**src/rtl/alu_responder.sv**
```systemverilog
// Request/response front-end for the 10-bit signed ALU: one op per valid/ready handshake, response held until taken.
// Define ALU_RESPONDER_BARREL_EN to compute shifts in one cycle instead of the bit-serial EXEC path.
module alu_responder #(
    parameter int WIDTH = 10,
    parameter int SHW   = 4
) (
    input  logic             i_clk,
    input  logic             i_rst_n,
    input  logic             i_valid,
    output logic             o_ready,
    input  logic [WIDTH-1:0] i_arg0,
    input  logic [WIDTH-1:0] i_arg1,
    input  logic [2:0]       i_oper,
    output logic             o_valid,
    input  logic             i_ready,
    output logic [WIDTH-1:0] o_result,
    output logic [3:0]       o_flag
);

    typedef enum logic [1:0] {IDLE, EXEC, DONE} state_t;
    typedef enum logic [2:0] {OpAdd, OpSub, OpShl, OpShr, OpAnd, OpOrr, OpXor, OpXnor} oper_t;

    typedef struct packed {
        logic             carry;
        logic             signFlip;
        logic [WIDTH-1:0] value;
    } step_t;

    localparam logic [SHW-1:0] MaxShift = SHW'(WIDTH);

    // One bit of shift: SHL inserts 0 and reports a sign change, SHR replicates the sign bit.
    function automatic step_t shiftStep(input logic [WIDTH-1:0] value, input logic left);
        step_t s;
        if (left) begin
            s.carry    = value[WIDTH-1];
            s.value    = {value[WIDTH-2:0], 1'b0};
            s.signFlip = value[WIDTH-1] ^ value[WIDTH-2];
        end else begin
            s.carry    = value[0];
            s.value    = {value[WIDTH-1], value[WIDTH-1:1]};
            s.signFlip = 1'b0;
        end
        return s;
    endfunction

    state_t           state_q;
    logic             valid_q;
    logic             ready_q;
    logic [WIDTH-1:0] result_q;
    logic [3:0]       flag_q;

    oper_t            operIn;
    logic [SHW-1:0]   shiftAmt;
    logic [WIDTH:0]   sum;
    logic [WIDTH-1:0] result_d;
    logic [3:0]       flag_d;
    logic             carry_d;
    logic             ovf_d;
    logic             startExec;
`ifdef ALU_RESPONDER_BARREL_EN
    step_t            barrelStep;
`else
    logic [SHW-1:0]   cnt_q;
    logic             isLeft_q;
    step_t            execStep;

    assign execStep = shiftStep(result_q, isLeft_q);
`endif

    assign operIn   = oper_t'(i_oper);
    assign shiftAmt = (i_arg1[SHW-1:0] > MaxShift) ? MaxShift : i_arg1[SHW-1:0];

    always_comb begin
        sum       = '0;
        result_d  = '0;
        carry_d   = 1'b0;
        ovf_d     = 1'b0;
        startExec = 1'b0;
`ifdef ALU_RESPONDER_BARREL_EN
        barrelStep = '0;
`endif
        case (operIn)
            OpAdd: begin
                sum      = {1'b0, i_arg0} + {1'b0, i_arg1};
                result_d = sum[WIDTH-1:0];
                carry_d  = sum[WIDTH];
                ovf_d    = (i_arg0[WIDTH-1] == i_arg1[WIDTH-1]) && (result_d[WIDTH-1] != i_arg0[WIDTH-1]);
            end
            OpSub: begin
                result_d = i_arg0 - i_arg1;
                carry_d  = i_arg0 < i_arg1;
                ovf_d    = (i_arg0[WIDTH-1] != i_arg1[WIDTH-1]) && (result_d[WIDTH-1] != i_arg0[WIDTH-1]);
            end
            OpShl, OpShr: begin
                result_d = i_arg0;
`ifdef ALU_RESPONDER_BARREL_EN
                for (int i = 0; i < WIDTH; i++) begin
                    if (i < int'(shiftAmt)) begin
                        barrelStep = shiftStep(result_d, operIn == OpShl);
                        result_d   = barrelStep.value;
                        carry_d    = barrelStep.carry;
                        ovf_d      = ovf_d | barrelStep.signFlip;
                    end
                end
`else
                startExec = (shiftAmt != '0);
`endif
            end
            OpAnd:   result_d = i_arg0 & i_arg1;
            OpOrr:   result_d = i_arg0 | i_arg1;
            OpXor:   result_d = i_arg0 ^ i_arg1;
            OpXnor:  result_d = ~(i_arg0 ^ i_arg1);
            default: result_d = '0;
        endcase
        flag_d = {carry_d, ovf_d, result_d[WIDTH-1], result_d == '0};
    end

    // Serial shifts keep C and sticky V in flag_q while running; Z/N are filled in on the final step.
    always_ff @(posedge i_clk) begin
        if (!i_rst_n) begin
            state_q  <= IDLE;
            valid_q  <= 1'b0;
            ready_q  <= 1'b1;
            result_q <= '0;
            flag_q   <= '0;
`ifndef ALU_RESPONDER_BARREL_EN
            cnt_q    <= '0;
            isLeft_q <= 1'b0;
`endif
        end else begin
            case (state_q)
                IDLE: begin
                    if (i_valid) begin
                        result_q <= result_d;
                        ready_q  <= 1'b0;
`ifndef ALU_RESPONDER_BARREL_EN
                        cnt_q    <= shiftAmt;
                        isLeft_q <= (operIn == OpShl);
`endif
                        if (startExec) begin
                            state_q <= EXEC;
                            flag_q  <= '0;
                        end else begin
                            state_q <= DONE;
                            valid_q <= 1'b1;
                            flag_q  <= flag_d;
                        end
                    end
                end
`ifndef ALU_RESPONDER_BARREL_EN
                EXEC: begin
                    result_q <= execStep.value;
                    cnt_q    <= cnt_q - 1'b1;
                    flag_q   <= {execStep.carry, flag_q[2] | execStep.signFlip, 2'b00};
                    if (cnt_q == SHW'(1)) begin
                        state_q <= DONE;
                        valid_q <= 1'b1;
                        flag_q  <= {execStep.carry, flag_q[2] | execStep.signFlip,
                                    execStep.value[WIDTH-1], execStep.value == '0};
                    end
                end
`endif
                DONE: begin
                    if (i_ready) begin
                        state_q <= IDLE;
                        valid_q <= 1'b0;
                        ready_q <= 1'b1;
                    end
                end
                default: begin
                    state_q <= IDLE;
                    valid_q <= 1'b0;
                    ready_q <= 1'b1;
                end
            endcase
        end
    end

    assign o_ready  = ready_q;
    assign o_valid  = valid_q;
    assign o_result = result_q;
    assign o_flag   = flag_q;

endmodule

```
**config.mk**
```make
export PLATFORM = sky130hd
export DESIGN_NAME = alu_responder
export DESIGN_NICKNAME = d
export VERILOG_FILES = /design/src/rtl/alu_responder.sv
export SDC_FILE = /design/constraint.sdc
export NUM_CORES = 1
export LEC_CHECK = 0
export BUFFER_PORTS_ARGS = -buffer_cell sky130_fd_sc_hd__buf_2
export CAP_MARGIN = 20
export CORE_UTILIZATION = 60
export CTS_BUF_LIST = sky130_fd_sc_hd__clkbuf_4
export CTS_CLUSTER_SIZE = 20
export DETAILED_ROUTE_END_ITERATION = 6
export PLACE_DENSITY_LB_ADDON = 0.12
export SYNTH_ARGS = -nofsm -noshare
export SYNTH_HDL_FRONTEND = slang
export SYNTH_SLANG_ARGS = --single-unit
```
**constraint.sdc**
```tcl
create_clock -name i_clk -period 3 [get_ports i_clk]
set_input_delay 0.15 -clock i_clk [delete_from_list [all_inputs] [get_ports i_clk]]
set_output_delay 0.15 -clock i_clk [all_outputs]
set_load 0.005 [all_outputs]
```
==> impl_metrics.tcl, run 1 <==
set metrics [dict create \
    leakagePower_uw 0.00145 \
    cp_slowest_stage_delay_ps 440 \
    gr-total-overflow 0 \
    clock_latency_ps 320 \
    slew_violations 0 \
    crit_family "compound AO/OA/AOI/OAI gates" \
    synth_area_leaders "dfxtp_1, ha_1, a21oi_1" \
    cts_resized 0 \
    yosys-top-cells-count "inv_1, a21oi_1, ha_1, nor2_1, o21ai_0" \
    antenna_found_initial 0 \
    critPathKind "primary input to flip-flop" \
    seq_area_frac_synth_pct 15.0 \
    hold_violations 0 \
    worst_path_max_delay_cell "ha_1" \
    via_per_inst 6.33 \
    cts.htree.levels 1 \
    r2r-end "o_flag[0]" \
    cts_tree "done" \
    rsz0062_at_grt "false" \
    final.min_clock_period_ps 2430 \
    synth_top_cell_by_area "dfxtp_1" \
    max_slew.worst_pin.slew_ps 723 \
    fin_crit_sh_pct 80.9 \
    cts-buffers-inserted 3 \
    synthesis.nets 472 \
    avgSynthCellArea_um2 7.47 \
    post_cts_buffers 0 \
    syn-cell-area_mm2 0.00307 \
    drive_gt1_share_pct 15.3 \
    clock_sinks 23 \
    r2r_cells 8 \
    synth_async_sr_flop_share_pct 0 \
    cp_common_cell "o41ai_2" \
    r2r_start "state_q[1]" \
    hp-class "primary input to flip-flop" \
    synthToLayoutAreaGrowth_pct 7.86 \
    met2_usage_pct 49.4 \
    synth-seq-cells 23 \
    min_path_cells 2 \
    drv_cap 0 \
    start_kind "primary input" \
    dieArea_mm2 0.00541 \
    io_pins 43 \
    busiest_layer "met2" \
    fillers 446 \
    io_buffer_count 42 \
    crit_path_cell_trace "buf_2 > inv_1 > ha_1 > a21o_1 > a31o_1 > nor4_1 > o41ai_2 > nor2b_1 > o41ai_2 > nand4_1 > a31oi_1" \
    ys_types 71 \
    synth_most_common_cell "inv_1" \
    tns_ps 0 \
    grt_pass1_wl_mm 13.7 \
    min_to "o_ready" \
    cts_buffer_depth 2 \
    vias 3203 \
    final_core_util_pct 68.8 \
    cp_max_fo 12 \
    cts-root-buf "clkbuf_4" \
    core-area_mm2 0.00482 \
    clock.fmax_mhz 412 \
    grt_usage_pct 32.3 \
    vdd_drop_max_mv 0.283 \
    cp.buffers_inverters 2 \
    regToRegSetupSlack_ps 610 \
    gp_congestion 0.913 \
    p_total_uw 1120 \
    drc 0 \
    cp_data_required_time_ps 3260 \
    drtPass1Iterations 5 \
    status "finished, final reports clean" \
    route.detailed.wl_per_inst_um 16.3 \
    skew_ps 11.0 \
    hp-start "i_rst_n" \
    power.density_mw_per_mm2 338 \
    path_clk_slew_ps 130 \
    synthFlopType "dfxtp_1" \
    grt_max_degree 37 \
    cts_hold_buf 0 \
    grt_pass1_vias 2828 \
    report.final.setup_viol 0 \
    yosys.area.top_type_share_pct 15.0 \
    start_util_pct 63.7 \
    die_w_um 73.5 \
    hpwl_mm 6.26 \
    gr-usage-met3_pct 5.08 \
    cp_data_arrival_time_ps 2690 \
    antennaDiodeCount 0 \
    ys_warn_count 0 \
    synth_edf_count 0 \
    met1_usage_pct 47.0 \
    dieHeight_um 73.5 \
    ant_nets 0 \
    relSlewSlack_pct 51.6 \
    routed_wl_mm 8.24 \
    rows 25 \
    endpoint_kind "flip-flop" \
    first_iter_violations 297 \
    final_nets 501 \
    synthCells 411 \
]
==> routing by layer <==
| metal | up-vias | routed length (µm) |
|---|---|---|
| met5 | - | 0 |
| met4 | 0 | 133 |
| met3 | 17 | 548 |
| met2 | 128 | 3710 |
| met1 | 1507 | 3840 |
| li1 | 1551 | - |
==> area by class of cell <==
cell class                      count  area, µm²  area share (%)
Multi-Input combinational cell    322       2320            70.2
Sequential cell                    23        460            13.9
Inverter                           42        158            4.76
Tap cell                           67       83.8            2.53
Clock buffer                        4       30.0           0.907
Timing Repair Buffer               48        255            7.71
==> per-stage QoR <==
step           setup WS [ps]  std cells  instance area (µm²)  hold slack (ps)
6_report                 574        506                 3310              115
3_3_place_gp             346        501                 3270              422
5_1_grt                  340        506                 3310             99.1
4_1_cts                  649        506                 3310             98.3
3_5_place_dp             300        502                 3280              433
2_1_floorplan            709        411                 3070              322
==> report_power, final <==
| part | internal, µW | switching (µW) |
|---|---|---|
| Clock | 61.2 | 93.4 |
| Sequential | 345 | 43.2 |
| Combinational | 239 | 339 |
==> worst max-delay path by stage <==
stage                      to  cells past startpoint        from
finish              o_flag[0]                     11   i_arg0[4]
global route        o_flag[0]                      8  state_q[1]
CTS                 o_flag[0]                     11   i_arg0[4]
detailed placement  o_flag[0]                     11   i_arg1[1]
global placement    o_flag[0]                     11   i_arg0[4]
floorplan           o_flag[1]                     10   i_arg1[1]
==> registers in the layout (all words and copies together) (netlist names) <==
signal / flops
o_valid: 1
isLeft_q: 1
cnt_q: 4
o_ready: 1
o_flag: 4
o_result: 10
state_q: 2
==> worst reg2reg max path, stage by stage (launching register included) <==
cell	delay, ps
dfxtp_1	450
clkinv_1	230
nand2_1	360
nand2_1	260
a2111oi_4	330
o211ai_1	150
nor4_2	200
nand4_1	180
a31oi_1	190
==> cell usage in the layout, fill, tap and decap left out, types with 8 or more instances in the layout <==
cell and n:
nor2b_1 11, o211ai_1 8, o21ai_0 29, dfxtp_1 23, nor3_1 13, buf_2 42, a21oi_1 33, mux2i_1 11
inv_1 40, nand2b_1 10, nand2_1 24, nor2_1 32, xnor2_1 9, ha_1 32
==> kinds of logic (layout without fill, tap and decap cells) <==
logic type / Yosys count / after routing / synth area share [%]
simple gates: 120 / 120 / 20.0
fa+ha+maj: 34 / 34 / 14.3
compound gates: 140 / 140 / 32.3
flops: 23 / 23 / 15.0
mux: 14 / 14 / 5.05
xor+xnor: 14 / 14 / 3.99
buf+inv: 66 / 94 / 9.29
(Power assumes the default switching activity.)
==> run 2, diff against run 1 <==
- CORE_UTILIZATION: 60 -> 55
- clock period: 3 -> 2.05 ns (I/O delays scaled with it)
==> impl_metrics.tcl, run 2 (synthesis gave the netlist of run 1 again) <==
set metrics [dict create \
    status "finished, violations left" \
    violations "negative setup slack" \
    post-place-ws_ps -452 \
    skew_ps 7.89 \
    p_total_uw 1950 \
    cts.htree.levels 1 \
    startpoint "i_arg0[0]" \
    vias 3671 \
    largest_register_ffs 10 \
    path_clk_slew_ps 140 \
    cp_data_arrival_time_ps 2340 \
    gr-total-overflow 0 \
    core-area_mm2 0.00524 \
    relSlewSlack_pct 61.0 \
    grt_pass1_vias 3469 \
    fin_ws_ps -24.6 \
    max_slew.worst_pin.slew_ps 584 \
    final_nets 590 \
    power.density_mw_per_mm2 468 \
    drive_gt1_share_pct 34.1 \
    clock_sinks 23 \
    cp.buffers_inverters 3 \
    hold_violations 0 \
    rsz0062_at_grt "true" \
    leakagePower_uw 0.00190 \
    dieArea_mm2 0.00589 \
    hp-class "primary input to flip-flop" \
    drv_cap 0 \
    antenna_found_initial 0 \
    hpwl_mm 7.72 \
    cp_data_required_time_ps 2310 \
    start_util_pct 58.6 \
    synthToLayoutAreaGrowth_pct 35.5 \
    first_iter_violations 424 \
    ant_nets 0 \
    cts_buffer_depth 2 \
    final_common_cell "buf_4" \
    regToRegSetupSlack_ps 320 \
    cts-buffers-inserted 3 \
    grt_pass1_wl_mm 16.5 \
    start_kind "primary input" \
    cts-root-buf "clkbuf_4" \
    vdd_drop_max_mv 0.505 \
    fin_crit_sh_pct 101 \
    routed_wl_mm 10.3 \
    drc 0 \
    rows 26 \
    antennaDiodeCount 0 \
    clock.fmax_mhz 482 \
    cp_slowest_stage_delay_ps 420 \
    fillers 393 \
    layout_common_cells "buf_4, buf_2, inv_1" \
    drtPass1Iterations 5 \
    endpoint_kind "flip-flop" \
    grt_usage_pct 34.5 \
    die_w_um 76.7 \
    hp-start "i_rst_n" \
    worst_path_max_delay_cell "fa_1" \
    cts_hold_buf 0 \
    via_per_inst 6.14 \
    clock_latency_ps 320 \
    io_pins 43 \
    crit_family "compound AO/OA/AOI/OAI gates" \
    route.detailed.wl_per_inst_um 17.2 \
    dieHeight_um 76.7 \
    critPathKind "primary input to flip-flop" \
    report.final.setup_viol 1 \
    crit_path_cell_trace "buf_8 > inv_6 > ha_4 > inv_2 > fa_1 > nor2b_1 > o32ai_2 > a221o_1 > a2111oi_4 > o211ai_1 > nor4_2 > nand4_1 > a31oi_1" \
    final.min_clock_period_ps 2070 \
    gp_congestion 0.968 \
    cts_tree "done" \
    r2r_start "cnt_q[1]" \
    cp_max_fo 3 \
    io_buffer_count 42 \
    grt_max_degree 20 \
    slew_violations 0 \
]
-- run 2: timing repair --
action,CTS,global route
pin swaps,7,1
resized for setup,18,15
buffers inserted,1,3
endpoints found under the setup margin,6,8
-- run 2: path summary, 6_finish.rpt --
check,to,cells after the start
setup / recovery,o_flag[0],13
hold / removal,o_ready,2
setup reg to reg,state_q[1],7
hold reg to reg,cnt_q[3],2
-- run 2: power breakdown --
| group | switching [µW] | leakage (µW) | internal, µW |
|---|---|---|---|
| combinational | 597 | 0.00169 | 544 |
| clock | 147 | 0.0000184 | 89.5 |
| sequential | 63.5 | 0.000190 | 505 |
-- run 2: metrics by stage --
step	instance area [µm²]	utilization, %	std cells	TNS, ps	hold WS (ps)
6_report	4160	79.5	598	-24.6	50.9
3_3_place_gp	3960	75.5	590	-2680	365
2_1_floorplan	3100	-	411	-237	275
3_5_place_dp	3960	75.5	590	-3350	383
4_1_cts	4070	77.8	595	-17.8	52.1
5_1_grt	4160	79.5	598	-369	46.6
-- run 2: metal layers --
metal	routed length, µm	track usage [%]
met4	210	9.04
met5	0	0
met3	688	3.33
met1	4490	45.7
met2	4880	59.2
-- run 2: layout make-up --
| cell class | instances | area, µm² | share of cell area (%) |
|---|---|---|---|
| sequential | 23 | 460 | 11.1 |
| timing repair buffer | 137 | 942 | 22.6 |
| clock buffer | 4 | 30.0 | 0.722 |
| inverter | 42 | 166 | 4.00 |
| tap | 70 | 87.6 | 2.10 |
| multi-input combinational | 322 | 2470 | 59.5 |
-- run 2: worst reg2reg max path, stage by stage (launching register included) --
cell and delay, ps:
dfxtp_1 350, inv_1 80, ha_1 130, nor3b_1 500, a22oi_1 200, a21oi_1 240, a21oi_1 90, nor2_1 80
==> run 3, diff against run 2 <==
- CORE_UTILIZATION: 55 -> 40
==> impl_metrics.tcl, run 3 (synthesis gave the netlist of run 1 again) <==
set metrics [dict create \
    crit_family "compound AO/OA/AOI/OAI gates" \
    met2_usage_pct 40.8 \
    post-place-ws_ps -451 \
    r2r_start "state_q[1]" \
    relSlewSlack_pct 66.2 \
    worst_path_max_delay_cell "or4_4" \
    power_frac_seq_pct 29.8 \
    cts_hold_buf 0 \
    slew_violations 0 \
    routed_wl_mm 9.74 \
    clock.fmax_mhz 472 \
    busiest_layer "met2" \
    rsz0062_at_grt "true" \
    skew_ps 11.1 \
    drive_gt1_share_pct 33.6 \
    place_inst 621 \
    endpoint_kind "flip-flop" \
    cp_data_required_time_ps 2320 \
    leakagePower_uw 0.00191 \
    largest_register_ffs 10 \
    rows 31 \
    grt_pass1_wl_mm 15.1 \
    crit_path_cell_trace "buf_8 > clkinvlp_4 > ha_4 > o21ba_4 > or4_4 > a31oi_4 > a21oi_2 > o21a_1 > o41ai_4 > nand4_1 > a31oi_1" \
    antennaDiodeCount 0 \
    synthToLayoutAreaGrowth_pct 36.1 \
    start_util_pct 41.9 \
    max_slew.worst_pin.slew_ps 500 \
    min_to "o_ready" \
    antenna_found_initial 0 \
    report.final.setup_viol 3 \
    cts_tree "done" \
    cp_data_arrival_time_ps 2380 \
    core-area_mm2 0.00733 \
    hold_violations 0 \
    final.min_clock_period_ps 2120 \
    gr-total-overflow 0 \
    internal-power_uw 1130 \
    min_path_cells 2 \
    layout_common_cells "buf_4, buf_2, inv_1" \
    p_comb_share_pct 58.4 \
    r2r-end "o_flag[0]" \
    hp-start "i_rst_n" \
    switchingPower_uw 784 \
    fin_ws_ps -66.5 \
    r2r_cells 8 \
    dieArea_mm2 0.00803 \
    critPathKind "primary input to flip-flop" \
    cts.htree.levels 1 \
    route.detailed.wl_per_inst_um 15.5 \
    switching_share_pct 41.0 \
    drc 0 \
    start_kind "primary input" \
    clock_latency_ps 330 \
    dieHeight_um 89.6 \
    cts-buffers-inserted 3 \
    regToRegSetupSlack_ps 320 \
    die_w_um 89.6 \
    met1_usage_pct 33.9 \
    hpwl_mm 7.69 \
    gp_congestion 0.900 \
    ant_nets 0 \
    violations "negative setup slack" \
    gr-usage-met3_pct 3.56 \
    via_per_inst 5.49 \
    grt_pass1_vias 3115 \
    power.density_mw_per_mm2 457 \
    path_clk_slew_ps 140 \
    hp-class "primary input to flip-flop" \
    cts_buffer_depth 2 \
    final_nets 592 \
    cp_slowest_stage_delay_ps 440 \
    io_buffer_count 42 \
    cts-root-buf "clkbuf_4" \
    clkPwrFrac_pct 11.8 \
    clock_sinks 23 \
    grt_usage_pct 24.3 \
    drv_cap 0 \
    first_iter_violations 187 \
    vdd_drop_max_mv 0.298 \
    cp.buffers_inverters 2 \
    cp_max_fo 4 \
    vias 3454 \
    io_pins 43 \
    drtPass1Iterations 5 \
    final_common_cell "buf_4" \
    fin_crit_sh_pct 103 \
    grt_max_degree 21 \
    final_cells 629 \
    status "finished, violations left" \
]
-- run 3: how the worst max path moves through the flow --
stage                     startpoint         to  slack (ps)  cells after the start
after floorplan            i_arg1[1]  o_flag[1]        -120                     10
after global placement     i_arg0[0]  o_flag[0]        -370                     13
after detailed placement   i_arg0[0]  o_flag[0]        -450                     14
after CTS                  i_arg0[0]  o_flag[0]         -80                     13
after global routing       i_arg0[0]  o_flag[0]        -150                     14
final                      i_arg1[1]  o_flag[0]         -70                     11
-- run 3: per-layer routing --
| metal | wire (µm) | vias to the layer above |
|---|---|---|
| met1 | 4480 | 1600 |
| met2 | 4610 | 104 |
| met3 | 579 | 8 |
| li1 | - | 1742 |
| met4 | 65 | 0 |
| met5 | 0 | - |
-- run 3: timing repair --
| item | 4_1_cts | 5_1_grt |
|---|---|---|
| cloned | 0 | 0 |
| pin swaps | 3 | 8 |
| setup buffers | 0 | 4 |
| gates resized for setup | 7 | 19 |
| endpoints found under the hold margin | 0 | 0 |
| endpoints found under the setup margin | 4 | 9 |
-- run 3: power groups by stage --
stage	logic, µW	clock network, µW	registers [µW]
2_1_floorplan	617	0	564
3_3_place_gp	1030	0	576
3_5_place_dp	1050	0	579
4_1_cts	1060	228	568
5_1_grt	1220	246	579
6_report	1120	226	569
-- run 3: final cells by class --
| class | instances | area (µm²) |
|---|---|---|
| repair buffers | 139 | 951 |
| fillers | 693 | 3150 |
| well taps | 99 | 124 |
| flip-flops and latches | 23 | 460 |
| inverters | 42 | 161 |
| clock buffers | 3 | 22.5 |
| clock inverters | 1 | 5.00 |
| multi-input cells | 322 | 2450 |
-- run 3: through the flow --
stage	util (%)	setup TNS [ps]	total power (µW)	cell area, µm²	hold slack, ps
after global placement	54.7	-2920	1610	4010	377
after global routing	57.0	-451	2050	4180	41.2
after floorplan	-	-237	1180	3100	275
final	57.0	-127	1910	4180	43.8
after CTS	55.4	-77.4	1860	4060	34.6
after detailed placement	54.7	-3310	1630	4010	377
